## config.mk

```make
export PLATFORM = sky130hd
export DESIGN_NAME = uart_tx_frame
export DESIGN_NICKNAME = d
export VERILOG_FILES = /design/src/rtl/uart_pkg.sv /design/src/rtl/uart_tx_fifo.sv /design/src/rtl/uart_tx_frame.sv
export SDC_FILE = /design/constraint.sdc
export NUM_CORES = 1
export LEC_CHECK = 0
export ABC_CLOCK_PERIOD_IN_PS = 4300
export BUFFER_PORTS_ARGS = -buffer_cell sky130_fd_sc_hd__buf_2
export CAP_MARGIN = 0
export CORE_ASPECT_RATIO = 1.75
export CORE_MARGIN = 2
export CORE_UTILIZATION = 55
export DETAILED_ROUTE_END_ITERATION = 12
export PLACE_DENSITY = 0.74
export SLEW_MARGIN = 20
export SYNTH_ARGS = -nofsm -noshare
export SYNTH_HDL_FRONTEND = slang
export SYNTH_SLANG_ARGS = --single-unit
```

## constraint.sdc

```tcl
create_clock -name clk -period 4.3 [get_ports clk]
set_clock_uncertainty 0.2 [all_clocks]
set_input_delay 0.86 -clock clk [delete_from_list [all_inputs] [get_ports clk]]
set_output_delay 0.86 -clock clk [all_outputs]
set_load 0.05 [all_outputs]
```

## src/rtl/uart_pkg.sv

```systemverilog
// -----------------------------------------------------------------------------
// uart_pkg
// Shared definitions for the UART transmit/receive blocks:
//   - parity encodings (PARITY_NONE / PARITY_ODD / PARITY_EVEN)
//   - transmit FSM state type (tx_state_e)
//   - calc_clks_per_bit(): clock cycles per bit cell, truncated division
// -----------------------------------------------------------------------------
package uart_pkg;

    localparam int PARITY_NONE = 0;
    localparam int PARITY_ODD  = 1;
    localparam int PARITY_EVEN = 2;

    // ST_BREAK and ST_GAP are only reachable when the line-break option is built.
    typedef enum logic [2:0] {
        ST_IDLE   = 3'd0,
        ST_START  = 3'd1,
        ST_DATA   = 3'd2,
        ST_PARITY = 3'd3,
        ST_STOP   = 3'd4,
        ST_BREAK  = 3'd5,
        ST_GAP    = 3'd6
    } tx_state_e;

    // Integer, truncated. Callers must keep the result >= 2.
    function automatic int calc_clks_per_bit(input int clk_freq, input int baud_rate);
        return clk_freq / baud_rate;
    endfunction

endpackage

```

## src/rtl/uart_tx_fifo.sv

```systemverilog
// -----------------------------------------------------------------------------
// uart_tx_fifo
// Synchronous byte FIFO with registered full/empty flags.
// Ports:
//   clk, reset      : clock, asynchronous active-low reset
//   i_push          : write request; ignored while full
//   i_push_data     : word written on an accepted push
//   i_pop           : read request; ignored while empty
//   o_rd_data       : head entry (valid while !o_empty)
//   o_full, o_empty : registered status flags
//   o_count         : entries currently stored
// Push and pop in the same cycle leave the count unchanged. Pointers wrap
// naturally because FIFO_DEPTH is a power of two.
// -----------------------------------------------------------------------------
module uart_tx_fifo #(
    parameter int DATA_BITS  = 8,
    parameter int FIFO_DEPTH = 4,
    parameter int CNT_W      = $clog2(FIFO_DEPTH + 1)
) (
    input  logic                 clk,
    input  logic                 reset,
    input  logic                 i_push,
    input  logic [DATA_BITS-1:0] i_push_data,
    input  logic                 i_pop,
    output logic [DATA_BITS-1:0] o_rd_data,
    output logic                 o_full,
    output logic                 o_empty,
    output logic [CNT_W-1:0]     o_count
);

    localparam int PTR_W = $clog2(FIFO_DEPTH);

    logic [DATA_BITS-1:0] r_mem [FIFO_DEPTH];
    logic [PTR_W-1:0]     r_wr_ptr;
    logic [PTR_W-1:0]     r_rd_ptr;
    logic [CNT_W-1:0]     r_count;
    logic                 r_full;
    logic                 r_empty;

    logic                 w_push;
    logic                 w_pop;
    logic [CNT_W-1:0]     w_count_nxt;

    assign w_push = i_push && !r_full;
    assign w_pop  = i_pop && !r_empty;

    always_comb begin
        w_count_nxt = r_count;
        case ({w_push, w_pop})
            2'b10:   w_count_nxt = r_count + 1'b1;
            2'b01:   w_count_nxt = r_count - 1'b1;
            default: w_count_nxt = r_count;
        endcase
    end

    // Storage carries no reset: an entry is only read after it has been written.
    always_ff @(posedge clk) begin
        if (w_push) begin
            r_mem[r_wr_ptr] <= i_push_data;
        end
    end

    always_ff @(posedge clk or negedge reset) begin
        if (!reset) begin
            r_wr_ptr <= '0;
            r_rd_ptr <= '0;
            r_count  <= '0;
            r_full   <= 1'b0;
            r_empty  <= 1'b1;
        end else begin
            if (w_push) begin
                r_wr_ptr <= r_wr_ptr + 1'b1;
            end
            if (w_pop) begin
                r_rd_ptr <= r_rd_ptr + 1'b1;
            end
            r_count <= w_count_nxt;
            r_full  <= (w_count_nxt == CNT_W'(FIFO_DEPTH));
            r_empty <= (w_count_nxt == '0);
        end
    end

    assign o_rd_data = r_mem[r_rd_ptr];
    assign o_full    = r_full;
    assign o_empty   = r_empty;
    assign o_count   = r_count;

endmodule

```

## src/rtl/uart_tx_frame.sv

```systemverilog
// -----------------------------------------------------------------------------
// uart_tx_frame
// Parametrised UART transmitter: byte FIFO, 5..9 data bits, none/odd/even
// parity, 1 or 2 stop bits. Frames queued in the FIFO go out back to back.
//
// Ports:
//   clk         : system clock, rising edge
//   reset       : asynchronous, active-low
//   tx_data     : word to send, LSB first on the line
//   tx_valid    : producer offers tx_data
//   tx_ready    : FIFO not full
//   tx_break    : (UART_TX_BREAK_EN only) hold the line low while idle
//   tx          : serial line, idle high, driven from a flop
//   tx_busy     : FSM outside IDLE
//   tx_done     : one-cycle pulse at the edge where the last stop bit ends
//   fifo_count  : entries queued
//   o_dbg_state : current FSM state
//
// Handshake: a word is transferred on every rising clk edge where
// tx_valid && tx_ready; tx_data is captured only then. tx_valid may be held
// high across cycles; each edge with tx_ready high takes one word.
//
// Build option: define UART_TX_BREAK_EN to add the tx_break input and the
// break/guard-gap states. Without it no break logic exists.
//
// Timing: the pin register follows the FSM state by one cycle, so a word
// accepted at edge N is popped at N+1 and the start bit appears at N+2.
// -----------------------------------------------------------------------------
module uart_tx_frame
    import uart_pkg::*;
#(
    parameter int CLK_FREQ   = 100000000,
    parameter int BAUD_RATE  = 115200,
    parameter int DATA_BITS  = 8,
    parameter int PARITY     = 0,
    parameter int STOP_BITS  = 1,
    parameter int FIFO_DEPTH = 4
) (
    input  logic                              clk,
    input  logic                              reset,
    input  logic [DATA_BITS-1:0]              tx_data,
    input  logic                              tx_valid,
`ifdef UART_TX_BREAK_EN
    input  logic                              tx_break,
`endif
    output logic                              tx_ready,
    output logic                              tx,
    output logic                              tx_busy,
    output logic                              tx_done,
    output logic [$clog2(FIFO_DEPTH+1)-1:0]   fifo_count,
    output tx_state_e                         o_dbg_state
);

    localparam int  CLKS_PER_BIT = calc_clks_per_bit(CLK_FREQ, BAUD_RATE);
    localparam int  CNT_W        = (CLKS_PER_BIT > 1) ? $clog2(CLKS_PER_BIT) : 1;
    localparam int  BIT_W        = 4;
    localparam bit  PAR_EN       = (PARITY != PARITY_NONE);
    localparam bit  PAR_ODD      = (PARITY == PARITY_ODD);

    tx_state_e            r_state;
    tx_state_e            w_state_nxt;
    logic [CNT_W-1:0]     r_clk_cnt;
    logic [CNT_W-1:0]     w_clk_nxt;
    logic [BIT_W-1:0]     r_bit_cnt;
    logic [BIT_W-1:0]     w_bit_nxt;
    logic [DATA_BITS-1:0] r_shift;
    logic                 r_par;
    logic                 r_tx;
    logic                 w_tx_nxt;
    logic                 r_done_q;
    logic                 r_done;
    logic                 w_done_ev;
    logic                 w_pop;
    logic                 w_shift_en;
    logic                 w_cell_end;

    logic [DATA_BITS-1:0] w_fifo_rd_data;
    logic                 w_fifo_full;
    logic                 w_fifo_empty;

    uart_tx_fifo #(
        .DATA_BITS  (DATA_BITS),
        .FIFO_DEPTH (FIFO_DEPTH)
    ) u_fifo (
        .clk         (clk),
        .reset       (reset),
        .i_push      (tx_valid),
        .i_push_data (tx_data),
        .i_pop       (w_pop),
        .o_rd_data   (w_fifo_rd_data),
        .o_full      (w_fifo_full),
        .o_empty     (w_fifo_empty),
        .o_count     (fifo_count)
    );

    assign w_cell_end = (r_clk_cnt == CNT_W'(CLKS_PER_BIT - 1));

    // Next state, counters, and the value the pin takes at the next edge.
    always_comb begin
        w_state_nxt = r_state;
        w_clk_nxt   = r_clk_cnt;
        w_bit_nxt   = r_bit_cnt;
        w_tx_nxt    = 1'b1;
        w_pop       = 1'b0;
        w_shift_en  = 1'b0;
        w_done_ev   = 1'b0;

        case (r_state)
            ST_IDLE: begin
                w_clk_nxt = '0;
                w_bit_nxt = '0;
`ifdef UART_TX_BREAK_EN
                if (tx_break) begin
                    w_tx_nxt    = 1'b0;
                    w_state_nxt = ST_BREAK;
                end else
`endif
                if (!w_fifo_empty) begin
                    w_pop       = 1'b1;
                    w_state_nxt = ST_START;
                end
            end

            ST_START: begin
                w_tx_nxt = 1'b0;
                if (w_cell_end) begin
                    w_clk_nxt   = '0;
                    w_bit_nxt   = '0;
                    w_state_nxt = ST_DATA;
                end else begin
                    w_clk_nxt = r_clk_cnt + 1'b1;
                end
            end

            ST_DATA: begin
                w_tx_nxt = r_shift[0];
                if (w_cell_end) begin
                    w_clk_nxt  = '0;
                    w_shift_en = 1'b1;
                    if (r_bit_cnt == BIT_W'(DATA_BITS - 1)) begin
                        w_bit_nxt   = '0;
                        w_state_nxt = PAR_EN ? ST_PARITY : ST_STOP;
                    end else begin
                        w_bit_nxt = r_bit_cnt + 1'b1;
                    end
                end else begin
                    w_clk_nxt = r_clk_cnt + 1'b1;
                end
            end

            ST_PARITY: begin
                w_tx_nxt = r_par;
                if (w_cell_end) begin
                    w_clk_nxt   = '0;
                    w_bit_nxt   = '0;
                    w_state_nxt = ST_STOP;
                end else begin
                    w_clk_nxt = r_clk_cnt + 1'b1;
                end
            end

            ST_STOP: begin
                w_tx_nxt = 1'b1;
                if (w_cell_end) begin
                    w_clk_nxt = '0;
                    if (r_bit_cnt == BIT_W'(STOP_BITS - 1)) begin
                        // Last stop cycle: chain straight into the next frame
                        // when data is waiting, so no idle cell is inserted.
                        w_done_ev   = 1'b1;
                        w_bit_nxt   = '0;
                        w_state_nxt = ST_IDLE;
`ifdef UART_TX_BREAK_EN
                        if (tx_break) begin
                            w_state_nxt = ST_BREAK;
                        end else
`endif
                        if (!w_fifo_empty) begin
                            w_pop       = 1'b1;
                            w_state_nxt = ST_START;
                        end
                    end else begin
                        w_bit_nxt = r_bit_cnt + 1'b1;
                    end
                end else begin
                    w_clk_nxt = r_clk_cnt + 1'b1;
                end
            end

`ifdef UART_TX_BREAK_EN
            ST_BREAK: begin
                w_tx_nxt  = !tx_break;
                w_clk_nxt = '0;
                if (!tx_break) begin
                    // The release cycle already shows tx=1, so it counts as
                    // the first cycle of the guard cell.
                    w_clk_nxt   = CNT_W'(1);
                    w_state_nxt = ST_GAP;
                end
            end

            ST_GAP: begin
                w_tx_nxt = 1'b1;
                if (tx_break) begin
                    w_tx_nxt    = 1'b0;
                    w_clk_nxt   = '0;
                    w_state_nxt = ST_BREAK;
                end else if (w_cell_end) begin
                    w_clk_nxt   = '0;
                    w_state_nxt = ST_IDLE;
                    if (!w_fifo_empty) begin
                        w_pop       = 1'b1;
                        w_state_nxt = ST_START;
                    end
                end else begin
                    w_clk_nxt = r_clk_cnt + 1'b1;
                end
            end
`endif

            default: begin
                w_state_nxt = ST_IDLE;
                w_clk_nxt   = '0;
                w_bit_nxt   = '0;
            end
        endcase
    end

    always_ff @(posedge clk or negedge reset) begin
        if (!reset) begin
            r_state   <= ST_IDLE;
            r_clk_cnt <= '0;
            r_bit_cnt <= '0;
            r_shift   <= '0;
            r_par     <= 1'b0;
            r_tx      <= 1'b1;
            r_done_q  <= 1'b0;
            r_done    <= 1'b0;
        end else begin
            r_state   <= w_state_nxt;
            r_clk_cnt <= w_clk_nxt;
            r_bit_cnt <= w_bit_nxt;
            r_tx      <= w_tx_nxt;
            // Two stages so the pulse lines up with the pin, which itself
            // trails the state by one cycle.
            r_done_q  <= w_done_ev;
            r_done    <= r_done_q;
            if (w_pop) begin
                r_shift <= w_fifo_rd_data;
                r_par   <= (^w_fifo_rd_data) ^ PAR_ODD;
            end else if (w_shift_en) begin
                r_shift <= r_shift >> 1;
            end
        end
    end

    assign tx          = r_tx;
    assign tx_ready    = !w_fifo_full;
    assign tx_busy     = (r_state != ST_IDLE);
    assign tx_done     = r_done;
    assign o_dbg_state = r_state;

endmodule
```

### After elaboration in Yosys (flattened, before gate mapping)

Memories as Yosys holds them, arrays and structs flattened.
Cells that the tools add are included.

* $add $sub $neg: 6
* equality and inequality tests: 17
* mux-type cells: 32
* reduce and logical (&&, ||, !) cells: 14

Operators by type and width (count)
* $mux W3: 7
* $mux W10: 2
* $mux W4: 5
* $mux W8: 2
* $pmux W3 S5: 1
* $ne A2 B2 Y1 const B: 7
* $pmux W4 S3: 1
* $mux W1: 11
* $add A10 B1 Y10 const B: 1
* $eq A10 B10 Y1 const B: 1
* $reduce_xor A8 Y1: 1
* $reduce_and A7 Y1: 1
* $eq A3 B2 Y1 const B: 2
* $eq A3 B3 Y1 const B: 2
* $logic_not A3 Y1: 2
* $pmux W3 S2: 1
* $add A2 B1 Y2 const B: 2
* $add A4 B1 Y4 const B: 1
* $eq A4 B3 Y1 const B: 1
* $logic_not A4 Y1: 1
* $reduce_or A4 Y1: 1
* $add A3 B1 Y3 const B: 1
* $eq A3 B1 Y1 const B: 1
* $pmux W1 S3: 1
* other kinds (11): 13

* register bits after elaboration: 38
* memory bits (writable): 32
* input bits: 11
* output and inout bits: 10
* memories: 1

Memories
* u_fifo.r_mem: depth 4, width 8, read ports 1, clocked after Yosys merged registers in 0, write ports 1, RTL line uart_tx_fifo.sv:33 `logic [DATA_BITS-1:0] r_mem [FIFO_DEPTH];`

### Depth between registers and ports, before layout

Gate-level depths: netlist (run 1).

* word-level depth: 8
* gate-level depth with buffers: 12
* gate-level depth less buffers: 11

### By module

Synthesis (run 1) repeated with hierarchy kept, for this count alone.

* cells, all modules: 233
* area total of the unflattened synthesis: 3218.1 um^2

Modules (own cells, without submodules)
* uart_tx_fifo: times used 1, cells each 90, area each 1652.8 um^2
* uart_tx_frame: times used 1, cells each 143, area each 1565.3 um^2

### Worst setup path before layout (run 1)

Ideal clock, no wire load.

* path type: register to register
* from: reg r_bit_cnt[0]
* to: reg u_fifo.r_full (netlist: u_fifo.o_full)
* library setup time: 0.073 ns
* arrival: 2.856 ns
* required time: 4.027 ns
* slack: 1.171 ns
* stages on the path, launching flop included: 12
* path buffers: 1
* clock period less this slack: 3.129 ns
* path through: dfrtp_1 inv_1 ha_1 or3b_1 o41ai_1 and3b_1 buf_2 ha_1 fa_1 mux2_2 or2_2 nor2b_1

* word-level cells in the longest chain between the ends: 8

RTL lines
* start, declared: RTL line uart_tx_frame.sv:64 `logic [BIT_W-1:0] r_bit_cnt;`
* start signal, assigned: RTL line uart_tx_frame.sv:241 `r_bit_cnt <= w_bit_nxt;`
* $logic_not A4 Y1 (*): RTL line uart_tx_frame.sv:166 `if (r_bit_cnt == BIT_W'(STOP_BITS - 1)) begin`
* $mux W1 (*): RTL line uart_tx_frame.sv:166
* $mux W1 (*): RTL line uart_tx_frame.sv:164 `if (w_cell_end) begin`
* $pmux W1 S2 (*): RTL line uart_tx_frame.sv:108 `case (r_state)`
* $logic_and A1 B1 Y1 (*): RTL line uart_tx_fifo.sv:45 `assign w_pop = i_pop && !r_empty;`
* $eq A2 B1 Y1 or $eq A2 B2 Y1 (tied branches): RTL line uart_tx_fifo.sv:49 `case ({w_push, w_pop})`
* $pmux W3 S2 (*): RTL line uart_tx_fifo.sv:49
* named net u_fifo.w_count_nxt[1]: RTL line uart_tx_fifo.sv:42 `logic [CNT_W-1:0] w_count_nxt;`
* $eq A3 B3 Y1 (*): RTL line uart_tx_fifo.sv:78 `r_full <= (w_count_nxt == CNT_W'(FIFO_DEPTH));`
* end signal, assigned: RTL line uart_tx_fifo.sv:78
* end, declared: RTL line uart_tx_fifo.sv:37 `logic r_full;`

The timed path passes the listed nets; every way through them passes the cells marked *.
A chain may end at the register's enable or synchronous reset.

### Final worst setup path (run 1)

* from: reg r_bit_cnt[1]
* to: reg u_fifo.r_full (netlist: u_fifo.o_full)

The elaborated chain is that of the path after synthesis.

==> results of run 1 <==
==> flip-flops by register name (all words and copies together) (netlist names), 2 cells and up <==
signal           cells
r_clk_cnt           10
u_fifo.r_mem        32
r_bit_cnt            4
u_fifo.r_rd_ptr      2
u_fifo.r_wr_ptr      2
o_dbg_state          3
u_fifo.o_count       3
r_shift              8
==> stage by stage <==
stage          instances  hold slack (ns)  power (W)  util [%]
3_5_place_dp         317           0.1460   0.002036     59.12
2_1_floorplan        229           0.1312   0.001837         -
4_1_cts              333           0.1637   0.002621     63.12
6_report             333           0.1610   0.002586     63.12
5_1_grt              333           0.1765   0.002754     63.12
3_3_place_gp         317           0.1429   0.002000     59.12
==> power breakdown <==
part / internal, W / switching [W]
sequential: 0.000887 / 0.000154
combinational: 0.000413 / 0.000553
clock: 0.000328 / 0.000250
==> routing by layer <==
metal	global-route usage, %	up-vias	part of all wire, %
met1	20.68	891	37
met5	0	-	0
met4	10.09	0	2.7
met3	6.841	12	3.4
li1	-	864	-
met2	31.69	32	57
==> layout make-up <==
cell class	instances	area, sq um	share of cell area, %
sequential	70	1914	54.74
multi-input combinational	140	1121	32.06
clock buffer	9	123.9	3.542
timing repair buffer	21	107.6	3.077
clock inverter	7	97.59	2.791
tap	76	95.09	2.719
inverter	10	37.54	1.073
==> Yosys cell counts, types with 5 or more instances <==
master / instances
edfxtp_1: 32
xor2_1: 5
a21oi_1: 5
ha_1: 8
mux4_2: 8
nor2b_1: 5
xnor2_1: 16
o21ai_1: 6
nand3_1: 6
nand2_1: 15
dfrtp_1: 36
nor2_1: 13
inv_1: 10
mux2i_1: 5
==> worst max-delay path by stage <==
stage / from / to / slack [ns]
2_1_floorplan: r_bit_cnt[0] / u_fifo.o_full / 1.17
3_3_place_gp: r_bit_cnt[0] / u_fifo.o_full / 1.09
3_5_place_dp: r_bit_cnt[0] / u_fifo.o_full / 0.99
4_1_cts: r_bit_cnt[0] / u_fifo.o_full / 1.01
5_1_grt: r_bit_cnt[0] / u_fifo.o_full / 0.86
6_report: r_bit_cnt[1] / u_fifo.o_full / 1.01
==> cells by family after synthesis <==
kind of cell	count (synthesis)	synth area share, %
fa+ha+maj	9	3.832
flops	70	61.08
simple gates	67	12.10
buf+inv	19	3.154
compound gates	28	5.909
mux	15	8.064
xor+xnor	21	5.868
==> worst max-delay path, cell delays in order, from the launching register on <==
cell,delay (ns)
dfrtp_1,0.43
inv_1,0.07
ha_1,0.14
or3b_1,0.39
o41ai_1,0.23
and3b_1,0.19
buf_4,0.24
ha_1,0.24
fa_1,0.42
mux2_2,0.27
or2_2,0.29
nor2b_1,0.10
==> impl_metrics.py, run 1 <==
metrics = {
    "status": {
        "outcome": "finished, final reports clean",
    },
    "place": {
        "io_buffers": 20,
        "dp_hpwl_mm": 3.739,
        "pre_cts_ws_ns": 0.9908,
        "place_area_sq_um": 3276,
        "place.gp.congestion": 0.9097,
    },
    "cts": {
        "clk-insertion-delay-late_ns": 0.35,
        "cts_tree": "done",
        "htreeDepth": 3,
        "hold_buffers": 0,
        "post_cts_buffers": 0,
        "cts_num_sinks": 70,
        "ctsResizeCount": 0,
        "clkTransAtPathRegs_ns": 0.08,
        "clk_path_buf_depth": 2,
        "cts_made_buffers": 9,
        "cts-root-buf": "clkbuf_8",
    },
    "timing": {
        "min_period_over_period_pct": 76.57,
        "setup_ws_ns": 1.007,
        "fmax_mhz": 303.7,
        "finalHoldViolations": 0,
        "maxSlewViolCount": 0,
        "slew_headroom_pct": 44.78,
        "worstMarginPinSlew_ns": 0.8283,
        "min_period_ns": 3.293,
        "finalSetupViolations": 0,
        "rsz0062_at_grt": "no",
        "fin_setup_tns_ns": 0,
    },
    "power_and_ir_drop": {
        "power.density_nw_per_um2": 739.5,
        "p_leak_nw": 1.393,
        "peakVddDrop_mv": 0.3866,
    },
    "worst_hold_path": {
        "min_delay_path_depth": 0,
        "min_path_type": "reg2reg",
        "worstHoldStart": "r_done_q",
        "min_to": "tx_done",
    },
    "global_route": {
        "antenna_found_initial": 0,
        "grtUsageTotal_pct": 19.28,
        "overflow": 0,
        "grt_pass1_wl_mm": 8.625,
        "grt_max_degree": 39,
        "grt_pass1_vias": 1854,
    },
    "setup_path": {
        "cp-start-kind": "flop",
        "critPathRequiredTime_ns": 4.38,
        "r2r-start": "r_bit_cnt[1]",
        "reg2regPathDepth": 11,
        "end_kind": "flop",
        "crit_type": "reg2reg",
        "crit_fanout": 22,
        "r2r_end": "u_fifo.o_full",
        "worstPathArrival_ns": 3.38,
        "rrSetupSlack_ns": 1.01,
    },
    "floorplan": {
        "start_util_pct": 56.57,
        "num_rows": 36,
        "core_sq_um": 5540,
        "die_h_um": 103.9,
        "ios": 21,
        "die_area_sq_um": 6342,
        "die_w_um": 61.07,
    },
    "run": {
        "drv_cap": 0,
    },
    "route": {
        "ant_nets": 0,
        "routed_via_density": 5.402,
        "dr.pass1.iters": 4,
        "drt_iter0_markers": 80,
        "drt-wirelength-per-cell_um": 15.57,
        "vias": 1799,
        "wirelength_mm": 5.184,
        "drc_errors": 0,
    },
    "synth": {
        "syn_inst": 229,
        "yosysUniqueCellTypes": 51,
        "yosys-top-cells-area": "edfxtp_1 (31%), dfrtp_1 (29%), mux4_2 (5.7%)",
        "synth_nets": 249,
        "syn_area_sq_um": 3134,
        "yosysSeqAreaShare_pct": 61.08,
        "async_flop_share_pct": 54.29,
        "synth_top_cell_by_area": "edfxtp_1",
        "syn_area_per_cell_sq_um": 13.69,
        "synthFlopType": "dfrtp_1",
        "synth_edf_count": 32,
        "ys_warn_count": 0,
        "synth_seq_cells": 70,
        "synth.top_cell.area_share_pct": 30.66,
    },
    "cells_and_area": {
        "final_area_sq_um": 3497,
        "fillerInstances": 443,
        "antenna_cells": 0,
        "final_cell_mix": "dfrtp_1 (36), edfxtp_1 (32), buf_2 (20), xnor2_1 (16), nand2_1 (15)",
        "area_growth_pct": 11.58,
        "nNetsFinal": 272,
        "drive_above_1_share_pct": 20.23,
        "final_common_cell": "dfrtp_1",
    },
}
Note: power is estimated with default switching activity, not from simulation.
==> inputs of run 2 (changes only) <==
--- a/config.mk
+++ b/config.mk
@@ -5,7 +5,7 @@
 export SDC_FILE = /design/constraint.sdc
 export NUM_CORES = 1
 export LEC_CHECK = 0
-export ABC_CLOCK_PERIOD_IN_PS = 4300
+export ABC_CLOCK_PERIOD_IN_PS = 3440
 export BUFFER_PORTS_ARGS = -buffer_cell sky130_fd_sc_hd__buf_2
 export CAP_MARGIN = 0
 export CORE_ASPECT_RATIO = 1.75
==> constraint.sdc (replaced) <==
create_clock -name clk -period 3.44 [get_ports clk]
set_clock_uncertainty 0.2 [all_clocks]
set_input_delay 0.688 -clock clk [delete_from_list [all_inputs] [get_ports clk]]
set_output_delay 0.688 -clock clk [all_outputs]
set_load 0.05 [all_outputs]
==> run 2 against run 1 <==
Against the previous run: first-iteration DRC count shrank 6.3%; sequential power grew 24%; flip-flop and latch count is the same; die area is the same.
==> impl_metrics.py, run 2 (synthesis results as in run 1) <==
metrics = {
    "power_and_ir_drop": {
        "peakVddDrop_mv": 0.4266,
        "p_leak_nw": 1.381,
        "power.density_nw_per_um2": 881.2,
    },
    "setup_path": {
        "rrSetupSlack_ns": 0.37,
        "crit_fanout": 5,
        "path_cells": "inv_1, ha_1, or3b_1, o41ai_1, and3b_1, ha_1, fa_1, mux2_2, or2_2, nor2b_1",
        "crit_type": "reg2reg",
        "critical_path_buf_inv_count": 1,
        "critPathRequiredTime_ns": 3.52,
        "max_stage_delay_ns": 0.42,
        "end_kind": "flop",
        "path_delay_family": "simple AND/OR/NAND/NOR gates",
        "crit_top_cell": "ha_1",
        "worstPathArrival_ns": 3.15,
        "cp-start-kind": "flop",
        "cp_slowest_cell": "dfrtp_1",
    },
    "cells_and_area": {
        "area_growth_pct": 10.06,
        "drive_above_1_share_pct": 20.16,
        "largest_register": "u_fifo.r_mem",
        "nNetsFinal": 273,
        "antenna_cells": 0,
        "largest_registers": "u_fifo.r_mem x32, r_clk_cnt x10, r_shift x8",
        "final_cell_mix": "dfrtp_1 (36), edfxtp_1 (32), buf_2 (20), xnor2_1 (16), nand2_1 (15)",
        "largest_reg_flops": 32,
        "final_common_cell": "dfrtp_1",
    },
    "floorplan": {
        "num_rows": 36,
        "start_util_pct": 56.57,
        "die_h_um": 103.9,
        "die_w_um": 61.07,
        "core_sq_um": 5540,
        "die_area_sq_um": 6342,
        "ios": 21,
    },
    "cts": {
        "cts-root-buf": "clkbuf_8",
        "clk_path_buf_depth": 2,
        "cts_made_buffers": 9,
        "htreeDepth": 3,
        "clkTransAtPathRegs_ns": 0.07,
        "ctsResizeCount": 0,
        "clk-insertion-delay-late_ns": 0.34,
        "post_cts_buffers": 0,
        "cts_num_sinks": 70,
        "cts_tree": "done",
        "hold_buffers": 0,
    },
    "timing": {
        "finalSetupViolations": 0,
        "maxSlewViolCount": 0,
        "rsz0062_at_grt": "no",
        "min_period_ns": 3.068,
        "fmax_mhz": 326.0,
        "min_period_over_period_pct": 89.18,
        "fin_setup_tns_ns": 0,
        "timing.hold.ws_ns": 0.1561,
        "slew_headroom_pct": 44.62,
        "worstMarginPinSlew_ns": 0.8307,
        "finalHoldViolations": 0,
    },
    "route": {
        "routed_via_density": 5.281,
        "vias": 1764,
        "drc_errors": 0,
        "drt_iter0_markers": 75,
        "wirelength_mm": 4.848,
        "drt-wirelength-per-cell_um": 14.51,
        "met2WireLength_mm": 2.618,
        "dr.pass1.iters": 4,
        "ant_nets": 0,
        "met1_length_mm": 1.881,
        "dr_wl_met3_um": 171,
        "top_layer": "met4",
    },
    "run": {
        "drv_cap": 0,
    },
    "place": {
        "dp_hpwl_mm": 3.482,
        "place.gp.congestion": 0.8922,
        "io_buffers": 20,
    },
    "global_route": {
        "overflow": 0,
        "grtUsageTotal_pct": 18.60,
        "grt_max_degree": 39,
        "antenna_found_initial": 0,
        "grt_pass1_wl_mm": 8.321,
        "grt_pass1_vias": 1822,
    },
    "status": {
        "outcome": "finished, final reports clean",
    },
    "worst_hold_path": {
        "min_path_type": "reg2reg",
    },
}
[run 2: path summary, 6_finish.rpt]
| path | start | end | cells after the start |
|---|---|---|---|
| setup / recovery | r_bit_cnt[0] | u_fifo.o_full | 10 |
| max in group asynchronous | reset | r_bit_cnt[2] | 1 |
| hold reg to reg | r_done_q | tx_done | 0 |
| setup reg to reg | r_bit_cnt[0] | u_fifo.o_full | 10 |
| min in group asynchronous | reset | r_clk_cnt[6] | 1 |
| hold / removal | r_done_q | tx_done | 0 |
[run 2: area by class of cell]
| class | instances | area [sq um] |
|---|---|---|
| clock inverter | 4 | 21.27 |
| inverter | 10 | 37.54 |
| multi-input combinational | 140 | 1121 |
| tap | 76 | 95.09 |
| fill | 454 | 2091 |
| sequential | 70 | 1914 |
| timing repair buffer | 22 | 115.1 |
| clock buffer | 12 | 145.1 |
[run 2: routing by layer]
metal	global-route usage, %	vias to the layer above
met5	0	-
met1	21.45	844
li1	-	873
met3	6.343	14
met2	28.80	33
met4	11.02	0
[run 2: power by group]
| group | switching [W] | internal (W) |
|---|---|---|
| logic | 0.000670 | 0.000519 |
| clock network | 0.000282 | 0.000278 |
| registers | 0.000181 | 0.00111 |
| total | 0.00113 | 0.00191 |
[run 2: metrics by stage]
stage	worst slack, ns	total power, W	area (sq um)	std cells	utilization [%]
2_1_floorplan	0.3109	0.002296	3134	229	-
3_3_place_gp	0.4358	0.002504	3283	318	59.26
3_5_place_dp	0.3848	0.002526	3283	318	59.26
4_1_cts	0.3715	0.003092	3450	334	62.26
5_1_grt	0.1748	0.003268	3450	334	62.26
6_report	0.3722	0.003040	3450	334	62.26
